[src/rtl/led_dimmer_if.sv]
// Pattern-word handshake between the upstream counter stage and led_dimmer.
// The master drives din/din_valid; the slave returns din_ready.
interface led_dimmer_if;
  logic [7:0] din;
  logic       din_valid;
  logic       din_ready;

  modport master (output din, output din_valid, input din_ready);
  modport slave  (input din, input din_valid, output din_ready);
endinterface

[src/rtl/led_dimmer.sv]
// PWM LED dimmer: buffers one pattern word and swaps it in, together with the brightness level, only at PWM period boundaries.
// Optional macro LED_DIMMER_GAMMA_EN selects a squared (gamma) brightness curve.
//
// state  | meaning
// S_IDLE | ready for a new word (din_ready=1)
// S_HOLD | word captured in r_pend, waiting for the next period boundary
module led_dimmer #(
  parameter int N = 4
) (
  input  logic         i_clk,
  input  logic         i_rst,
  led_dimmer_if.slave  s_din,
  input  logic [7:0]   i_bright,
  output logic         o_led0,
  output logic         o_led1,
  output logic         o_led2,
  output logic         o_led3,
  output logic         o_led4,
  output logic         o_led5,
  output logic         o_led6,
  output logic         o_led7
);

  typedef enum logic {S_IDLE, S_HOLD} state_t;

  state_t      r_state;
  state_t      w_next;
  logic        w_tick;
  logic        w_pb;
  logic        w_ready;
  logic        w_accept;
  logic        w_load_show;
  logic        w_lit;
  logic [7:0]  w_eff;
  logic [7:0]  r_pwm;
  logic [7:0]  r_pend;
  logic [7:0]  r_show;
  logic [7:0]  r_lvl;
  logic [7:0]  r_led;

  if (N == 0) begin : g_no_presc
    assign w_tick = 1'b1;
  end else begin : g_presc
    logic [N-1:0] r_presc;

    always_ff @(posedge i_clk) begin
      if (i_rst) r_presc <= '0;
      else       r_presc <= r_presc + 1'b1;
    end

    assign w_tick = &r_presc;
  end

  assign w_pb = w_tick && (r_pwm == 8'hFF);

`ifdef LED_DIMMER_GAMMA_EN
  // full scale stays full scale so LVL=255 keeps its no-off-slot meaning
  assign w_eff = (i_bright == 8'hFF) ? 8'hFF
                                     : 8'((16'(i_bright) * 16'(i_bright)) >> 8);
`else
  assign w_eff = i_bright;
`endif

  always_ff @(posedge i_clk) begin
    if (i_rst) r_state <= S_IDLE;
    else       r_state <= w_next;
  end

  always_comb begin
    w_next      = r_state;
    w_ready     = 1'b0;
    w_accept    = 1'b0;
    w_load_show = 1'b0;
    case (r_state)
      S_IDLE: begin
        w_ready = 1'b1;
        if (s_din.din_valid) begin
          w_accept = 1'b1;
          w_next   = S_HOLD;
        end
      end
      S_HOLD: begin
        if (w_pb) begin
          w_load_show = 1'b1;
          w_next      = S_IDLE;
        end
      end
      default: w_next = S_IDLE;
    endcase
  end

  assign s_din.din_ready = w_ready;

  assign w_lit = (r_lvl == 8'hFF) || (r_pwm < r_lvl);

  always_ff @(posedge i_clk) begin
    if (i_rst) begin
      r_pwm  <= '0;
      r_pend <= '0;
      r_show <= '0;
      r_lvl  <= '0;
      r_led  <= '0;
    end else begin
      if (w_tick)      r_pwm  <= r_pwm + 8'd1;
      if (w_accept)    r_pend <= s_din.din;
      if (w_load_show) r_show <= r_pend;
      if (w_pb)        r_lvl  <= w_eff;
      r_led <= r_show & {8{w_lit}};
    end
  end

  assign o_led0 = r_led[0];
  assign o_led1 = r_led[1];
  assign o_led2 = r_led[2];
  assign o_led3 = r_led[3];
  assign o_led4 = r_led[4];
  assign o_led5 = r_led[5];
  assign o_led6 = r_led[6];
  assign o_led7 = r_led[7];

endmodule

[src/flat_wrapper.sv]
// flat-port wrapper written by rule: the top's interface ports become plain ports
module led_dimmer_flat 
#(
  parameter int N = 4
)
  (i_clk, i_rst, i_bright, o_led0, o_led1, o_led2, o_led3, o_led4, o_led5, o_led6, o_led7, s_din_din, s_din_din_valid, s_din_din_ready);
  led_dimmer_if s_din_i ();
  input  logic i_clk;
  input  logic i_rst;
  input  logic [7:0] i_bright;
  output logic o_led0;
  output logic o_led1;
  output logic o_led2;
  output logic o_led3;
  output logic o_led4;
  output logic o_led5;
  output logic o_led6;
  output logic o_led7;
  input wire logic [$bits(s_din_i.din)-1:0] s_din_din;
  input wire logic [$bits(s_din_i.din_valid)-1:0] s_din_din_valid;
  output wire logic [$bits(s_din_i.din_ready)-1:0] s_din_din_ready;
  assign s_din_i.din = s_din_din;
  assign s_din_i.din_valid = s_din_din_valid;
  assign s_din_din_ready = s_din_i.din_ready;
  led_dimmer #(.N(N)) u_core (.i_clk(i_clk), .i_rst(i_rst), .s_din(s_din_i), .i_bright(i_bright), .o_led0(o_led0), .o_led1(o_led1), .o_led2(o_led2), .o_led3(o_led3), .o_led4(o_led4), .o_led5(o_led5), .o_led6(o_led6), .o_led7(o_led7));
endmodule
[config.mk]
export PLATFORM = sky130hd
export DESIGN_NAME = led_dimmer_flat
export DESIGN_NICKNAME = d
export VERILOG_FILES = /design/src/rtl/led_dimmer_if.sv /design/src/rtl/led_dimmer.sv /design/src/flat_wrapper.sv
export SDC_FILE = /design/constraint.sdc
export NUM_CORES = 1
export LEC_CHECK = 0
export ABC_CLOCK_PERIOD_IN_PS = 2500
export CAP_MARGIN = 20
export CORE_UTILIZATION = 53
export CTS_CLUSTER_DIAMETER = 30
export DETAILED_ROUTE_END_ITERATION = 16
export GPL_TIMING_DRIVEN = 0
export PLACE_DENSITY = 0.84
export SYNTH_ARGS = -nofsm -noshare
export SYNTH_HDL_FRONTEND = slang
export SYNTH_SLANG_ARGS = --single-unit
export TNS_END_PERCENT = 1
[constraint.sdc]
create_clock -name i_clk -period 2.5 [get_ports i_clk]
set_input_delay 0.25 -clock i_clk [delete_from_list [all_inputs] [get_ports i_clk]]
set_output_delay 0.25 -clock i_clk [all_outputs]
set_load 0.03 [all_outputs]
## Word level (Yosys, flattened, before mapping)

Cells that the tools add are included.

| operators by class | value |
|---|---|
| mux-type cells | 7 |
| reductions and logical operators | 3 |
| magnitude comparators | 1 |
| equality and inequality tests | 2 |
| $add $sub $neg | 2 |
| bitwise gates (word level) | 2 |

Operator list:

| operator | count |
|---|---|
| equality test 8 bit (second input constant) | 2 |
| adder 8 x 1 -> 8 bit (second input constant) | 1 |
| AND 8 bit | 1 |
| < comparator 8 bit | 1 |
| two-way mux 1 bit | 6 |
| adder 4 x 1 -> 4 bit (second input constant) | 1 |
| AND reduction 4 bit | 1 |
| one-hot mux 1 bit (2 select lines) | 1 |
| logical AND 1 bit | 1 |
| logical OR 1 bit | 1 |
| NOT 1 bit | 1 |

| storage, ports and cells | value |
|---|---|
| output and inout bits | 9 |
| bits of input ports | 19 |
| logic and storage cells | 24 |
| bits in registers | 45 |

## Depth between registers and ports, before layout

Gate-level depths: netlist of run 1.

| logic depth | value |
|---|---|
| depth after elaboration | 4 |
| gate-level depth with buffers | 6 |
| mapped depth without buffers | 6 |

## Worst setup path before layout of run 1

No wires, ideal clock.

| timing | value |
|---|---|
| kind | register to register |
| start | register u_core.g_presc.r_presc[0] |
| end | register u_core.r_lvl[2] |
| path slack | 865 ps |
| clock period less this slack | 1635 ps |
| data arrival time | 1507 ps |
| buffers on the path | 1 |
| required time | 2372 ps |
| setup time | 128 ps |
| cell stages (with the launch flop) | 7 |
| cells stage by stage | dfxtp_1 > ha_1 > nand4_2 > or4_4 > buf_6 > mux2i_1 > nor2_1 |

| between the ends | value |
|---|---|
| cells in the longest elaborated chain, start to end | 2 |

Ends and longest elaborated chain:

| item | line | text |
|---|---|---|
| from (decl) | led_dimmer.sv:44 | `logic [N-1:0] r_presc;` |
| from (signal assigned) | led_dimmer.sv:48 | `else r_presc <= r_presc + 1'b1;` |
| AND reduction 4 bit | led_dimmer.sv:51 | `assign w_tick = &r_presc;` |
| logical AND 1 bit | led_dimmer.sv:54 | `assign w_pb = w_tick && (r_pwm == 8'hFF);` |
| to (signal assigned) | led_dimmer.sv:107 | `if (w_pb) r_lvl <= w_eff;` |
| to (decl) | led_dimmer.sv:38 | `logic [7:0] r_lvl;` |

No other way between the ends.
A chain may end at the register's enable or synchronous reset.

## Worst setup path in the final report of run 1

| timing | value |
|---|---|
| start | register u_core.r_lvl[7] |
| end | register u_core.r_led[4] |

| between the ends | value |
|---|---|
| cells in the longest elaborated chain, start to end | 3 |
| elaborated cells on any way between the ends | 4 |
| classes of those cells | order compare (1); eq/ne (1); bitwise (1); reduce/logical (1) |

Ends and longest elaborated chain:

| item | line | text |
|---|---|---|
| < comparator 8 bit / equality test 8 bit (equally long branches) | led_dimmer.sv:94 | `assign w_lit = (r_lvl == 8'hFF) \|\| (r_pwm < r_lvl);` |
| logical OR 1 bit * | led_dimmer.sv:94 |  |
| AND 8 bit * | led_dimmer.sv:108 | `r_led <= r_show & {8{w_lit}};` |
| to (signal assigned) | led_dimmer.sv:108 |  |
| to (decl) | led_dimmer.sv:39 | `logic [7:0] r_led;` |

Mark *: on every way between the ends. The rest lies on a longest branch, timed or not.

==> impl_metrics.toml, run 1 <==
[run_status]
outcome = "finished, final reports clean"

[timing]
tightest_slew_ns = 0.893
clock.fmax_mhz = 512
grt_setup_unrepaired = "false"
finalClockSkew_ns = 0.00775
setup_viol = 0
hold_viol_final = 0
tns_ns = 0
final_max_slew_viol_count = 0
min_period_ns = 1.95
timing.final.crit_share_pct = 78.1
max_slew_margin_pct = 39.8

[drt]
drt_wl_total_um = 3460
route.detailed.drc = 0
first_pass_iters = 4
drt_iter0_markers = 69
route.vias.total = 1380
viasPerCell = 5.27
wl_per_cell_um = 13.2
postRouteAntennaNets = 0

[global_routing]
grt_pass1_wl_um = 5750
grt_pass1_vias = 1354
antenna_found_initial = 0
grt_overflow = 0
grt_usage_pct = 21.6
grt_max_degree = 16

[cts]
cts_hold_buf = 0
worstSkewPairLatency_ns = 0.38
post-cts-setup-buffers = 0
cts.repair.resized = 0
cts_max_level = 2
cts.sinks = 45
cts_max_path_buffers = 2
clk_pin_slew_ns = 0.13
cts_tree = "done"
root_buffer = "clkbuf_4"
cts_inserted_buffers = 5

[floorplan]
die_x_um = 60.6
ios = 28
core-area_sq_mm = 0.00315
dieArea_sq_mm = 0.00367
die-height_um = 60.6
rows = 20
initial_core_util_pct = 57.7

[synth]
yosysUniqueCellTypes = 30
synth_seq_area_share_pct = 49.5
muxShareOfSynthArea_pct = 13.8
synth-simple-area-share_pct = 19.2
synth-compound-area-share_pct = 3.78
synth_cells = 183
yosys_warnings = 0
ys_seq_elements = 45
synth_fa_ha_area_share_pct = 6.19
synth_xor_area_share_pct = 3.37
synth.cell_area_sq_mm = 0.00182
syn_area_per_cell_sq_um = 9.94
synth_nets = 211
synth_top_family_by_area = "simple AND/OR/NAND/NOR gates"

[final_layout]
layout-drive-gt1-share_pct = 6.42
design_area_sq_mm = 0.00220
finalNetCount = 245
areaGrowthSynthToFinish_pct = 21.1
diodes = 0
fin_util_pct = 69.9

[critical_path]
path_class = "flop to flop"
crit_path_end_kind = "flop"
crit_fanout = 8
cp.arrival_ns = 2.19
required_ns = 2.73
start_kind = "flop"

[pwr]
p_leak_nw = 0.868
peakVddDrop_uv = 343
power_per_cell_area_mw_per_mm2 = 534

[place]
place_hpwl_um = 2580
gp_congestion = 0.852
portBuffers = 27
place_area_sq_mm = 0.00214

[run]
drv_cap = 0

[hold_path]
hp-class = "flop to flop"
-- layer usage --
layer,wire length (um),up-vias,global-route usage (%)
li1,-,691,-
met1,1540,654,25.9
met2,1690,26,36.3
met3,160,9,6.18
met4,67,0,9.42
met5,0,-,0
-- per-stage QoR --
stage                     instances  power (mW)  worst slack, ns  hold WS, ns
after global routing            262        1.22            0.409        0.478
after detailed placement        254       0.828            0.578        0.444
after CTS                       262        1.18            0.555        0.472
final                           262        1.18            0.548        0.467
after floorplan                 183       0.787            0.865        0.394
after global placement          254       0.825            0.622        0.429
-- report_power, final --
group          total [mW]  internal (mW)  switching (mW)  leakage, nW
Clock               0.365          0.112           0.253       0.0316
Sequential          0.739          0.730         0.00849        0.365
Combinational      0.0736         0.0426          0.0310        0.472
-- cell families (layout without fill, tap and decap cells) --
family	after synthesis	after routing
xor gates and xnor gates	7	7
adders and majority gates	9	9
and+or+nand+nor	70	70
AOI/OAI and AO/OA	9	9
buffers and inverters	18	53
DFF	45	45
muxes	25	25
-- worst max-delay path, stage by stage, from the launching register on --
cell and delay, ns:
dfxtp_1 0.38, inv_1 0.06, ha_1 0.31, nand4_1 0.12
o41ai_2 0.84, nor3b_1 0.11
-- layout by cell type, fill, tap and decap left out, types with 5 or more instances in the layout --
master	instances
nand3_1	5
clkdlybuf4s50_1	27
clkbuf_4	5
nor2_1	36
dfxtp_1	45
inv_1	10
ha_1	9
clkbuf_1	5
mux2i_1	25
nand2_1	5
nor3b_1	8
-- cell usage after synthesis, drive strengths merged --
library cell / number / share of area [%]
a21o: 1 / 0.41
nor3b: 8 / 3.3
xnor2: 4 / 1.9
nand2b: 1 / 0.34
a21oi: 3 / 0.83
nor2b: 2 / 0.69
nand3: 5 / 1.4
buf: 2 / 0.89
nor4: 1 / 0.34
nand4: 5 / 2.1
o21a: 1 / 0.41
o41ai: 1 / 0.89
inv: 10 / 2.1
mux2i: 25 / 14
dfxtp: 45 / 50
a2111oi: 1 / 0.48
a41oi: 1 / 0.48
nor2: 36 / 7.4
or4: 1 / 0.62
ha: 9 / 6.2
xor2: 3 / 1.4
clkinv: 1 / 0.21
nand2: 5 / 1.0
nor3: 4 / 1.1
clkbuf: 5 / 1.0
or3: 1 / 0.34
and4: 1 / 0.55
o21ai: 1 / 0.27
-- final cells by class --
class	instances	area, sq um
Buffer	7	35.0
Clock buffer	5	37.5
Clock inverter	3	21.3
Fill cell	254	950
Inverter	11	41.3
Multi-Input combinational cell	120	842
Sequential cell	45	901
Tap cell	44	55.1
Timing Repair Buffer	27	270
-- sequential cells by signal, indices dropped and copies added (netlist names) --
register,cells
u_core.r_led,8
u_core.r_state,1
u_core.r_pwm,8
u_core.r_pend,8
u_core.r_show,8
u_core.g_presc.r_presc,4
u_core.r_lvl,8
-- path summary, 6_finish.rpt --
check	depth (start not counted)	endpoint	slack, ns	start
max	5	u_core.r_led[4]	0.55	u_core.r_lvl[7]
min	1	u_core.g_presc.r_presc[0]	0.47	u_core.g_presc.r_presc[0]
max reg2reg	5	u_core.r_led[4]	0.55	u_core.r_lvl[7]
min reg2reg	1	u_core.g_presc.r_presc[0]	0.47	u_core.g_presc.r_presc[0]
(Power assumes the default switching activity.)
==> run 2: changes to the inputs <==
- ABC_CLOCK_PERIOD_IN_PS: 2500 -> 1750
- CORE_UTILIZATION: 53 -> 47
- PLACE_DENSITY: 0.84 -> 0.79
- clock period: 2.5 -> 1.75 ns (I/O delays scaled with it)
==> run 2 against run 1 <==
Net effect:
- register-to-register slack got worse by 0.46 ns
- first-iteration DRC count shrank 36%
- sequential share of layout area fell by 2.3 points
- clock power rose to 2.5 times the previous value
- die area up 12%
- critical endpoint is now u_core.r_led[7]
- highest routed layer unchanged
==> impl_metrics.toml, run 2 (synthesis results as in run 1) <==
[global_routing]
grt_overflow = 0
grt_max_degree = 15
antenna_found_initial = 0
grt_pass1_vias = 1306
grt_pass1_wl_um = 5870
grt_usage_pct = 19.1

[place]
portBuffers = 27
place_area_sq_mm = 0.00215
place_ws_ns = -0.243
gp_congestion = 0.878
place_hpwl_um = 2340

[cts]
cts_max_level = 2
clk_pin_slew_ns = 0.08
worstSkewPairLatency_ns = 0.31
cts_tree = "done"
cts_inserted_buffers = 5
root_buffer = "clkbuf_8"
cts.sinks = 45
cts_max_path_buffers = 2

[floorplan]
initial_core_util_pct = 49.3
ios = 28
die_x_um = 64.2
core-area_sq_mm = 0.00369
rows = 22
dieArea_sq_mm = 0.00412
die-height_um = 64.2

[pwr]
p_int_mw = 1.67
netSwitchingFraction_pct = 20.1
clock_power_share_pct = 44.3
p_leak_nw = 0.926
comb_power_share_pct = 5.2
total_power_mw = 2.09
switchingPower_mw = 0.421
power_per_cell_area_mw_per_mm2 = 881
peakVddDrop_uv = 612
seq_power_share_pct = 50.5

[critical_path]
cp.arrival_ns = 1.89
cp_cell_sequence = "inv_1, ha_1, a2111oi_4, o41ai_4, buf_4, nor3b_1"
path_class = "flop to flop"
crit_path_end_kind = "flop"
crit_slowest_cell = "dfxtp_1"
cp_num_buf_inv = 2
slowest_delay_ns = 0.37
crit_fanout = 5
required_ns = 1.98
rr_startpoint = "u_core.r_lvl[1]"
start_kind = "flop"
r2r-end = "u_core.r_led[7]"
critPathTopFamily = "compound AO/OA/AOI/OAI gates"
rr_worst_depth = 6
r2r_slack_ns = 0.09

[timing]
hold_viol_final = 0
final_max_slew_viol_count = 0
min_period_ns = 1.66
fin_ws_ns = 0.0872
finalClockSkew_ns = 0.00759
clock.fmax_mhz = 601
max_slew_margin_pct = 59.9
setup_viol = 0
timing.final.crit_share_pct = 95.0
tns_ns = 0
tightest_slew_ns = 0.602

[drt]
drt_iter0_markers = 44
route.detailed.drc = 0
first_pass_iters = 4
viasPerCell = 5.14
postRouteAntennaNets = 0
route.vias.total = 1377
wl_per_cell_um = 13.2
drt_wl_total_um = 3530

[final_layout]
layout-drive-gt1-share_pct = 11.8
layout_common_cells = "39 x dfxtp_1, 36 x nor2_1, 27 x clkdlybuf4s50_1, 25 x mux2i_1, 10 x inv_1"
design_area_sq_mm = 0.00237
areaGrowthSynthToFinish_pct = 30.5
diodes = 0
final_common_cell = "dfxtp_1"
finalNetCount = 247

[hold_path]
worstHoldEndpoint = "u_core.g_presc.r_presc[0]"
hold_depth = 1
hp-start = "u_core.g_presc.r_presc[0]"
hp-class = "flop to flop"

[run]
drv_cap = 0

[run_status]
outcome = "finished, final reports clean"
[run 2: worst max-delay path by stage]
stage,startpoint,end,cells after the start
floorplan,u_core.g_presc.r_presc[0],u_core.r_lvl[2],6
global placement,u_core.r_lvl[7],u_core.r_led[7],5
detailed placement,u_core.r_lvl[7],u_core.r_led[7],5
CTS,u_core.r_lvl[2],u_core.r_led[7],6
global route,u_core.r_lvl[1],u_core.r_led[0],6
finish,u_core.r_lvl[1],u_core.r_led[7],6
[run 2: repair_timing]
item / 4_1_cts / 5_1_grt
pin swaps: 3 / 1
endpoints found under the setup margin: 24 / 24
buffers inserted: 0 / 2
resized for setup: 9 / 10
hold buffers: 0 / 0
[run 2: metal layers]
metal / vias to the layer above / share of wire (%) / track usage, %
li1: 694 / - / -
met1: 653 / 47 / 22.9
met2: 22 / 48 / 31.1
met3: 8 / 2.7 / 3.93
met4: 0 / 2.7 / 11.9
met5: - / 0 / 0
[run 2: per-stage QoR]
| stage | hold slack [ns] | std cells | utilization (%) |
|---|---|---|---|
| global placement | 0.432 | 258 | 58.3 |
| global route | 0.452 | 268 | 64.3 |
| finish | 0.442 | 268 | 64.3 |
| CTS | 0.475 | 266 | 63.0 |
| floorplan | 0.319 | 183 | - |
| detailed placement | 0.442 | 258 | 58.3 |
[run 2: layout make-up]
cell class              count  area [sq um]
repair buffers             29           285
flip-flops and latches     45           916
inverters                  11          41.3
multi-input cells         120           900
clock inverters             3          65.1
well taps                  48          60.1
fillers                   331          1320
plain buffers               7          37.5
clock buffers               5          68.8
[run 2: worst register-to-register path: stages (launching register included)]
cell and delay (ns):
dfxtp_1 0.37, inv_1 0.06, ha_1 0.32, a2111oi_4 0.37, o41ai_4 0.10, buf_4 0.17, nor3b_1 0.18
[run 2: power by group through the flow]
stage               Sequential [mW]  Combinational [mW]  Clock (mW)
global route                   1.06               0.119       0.970
CTS                            1.06               0.108       0.932
detailed placement             1.08               0.105           0
global placement               1.08               0.103           0
floorplan                      1.07              0.0498           0
finish                         1.06               0.109       0.927
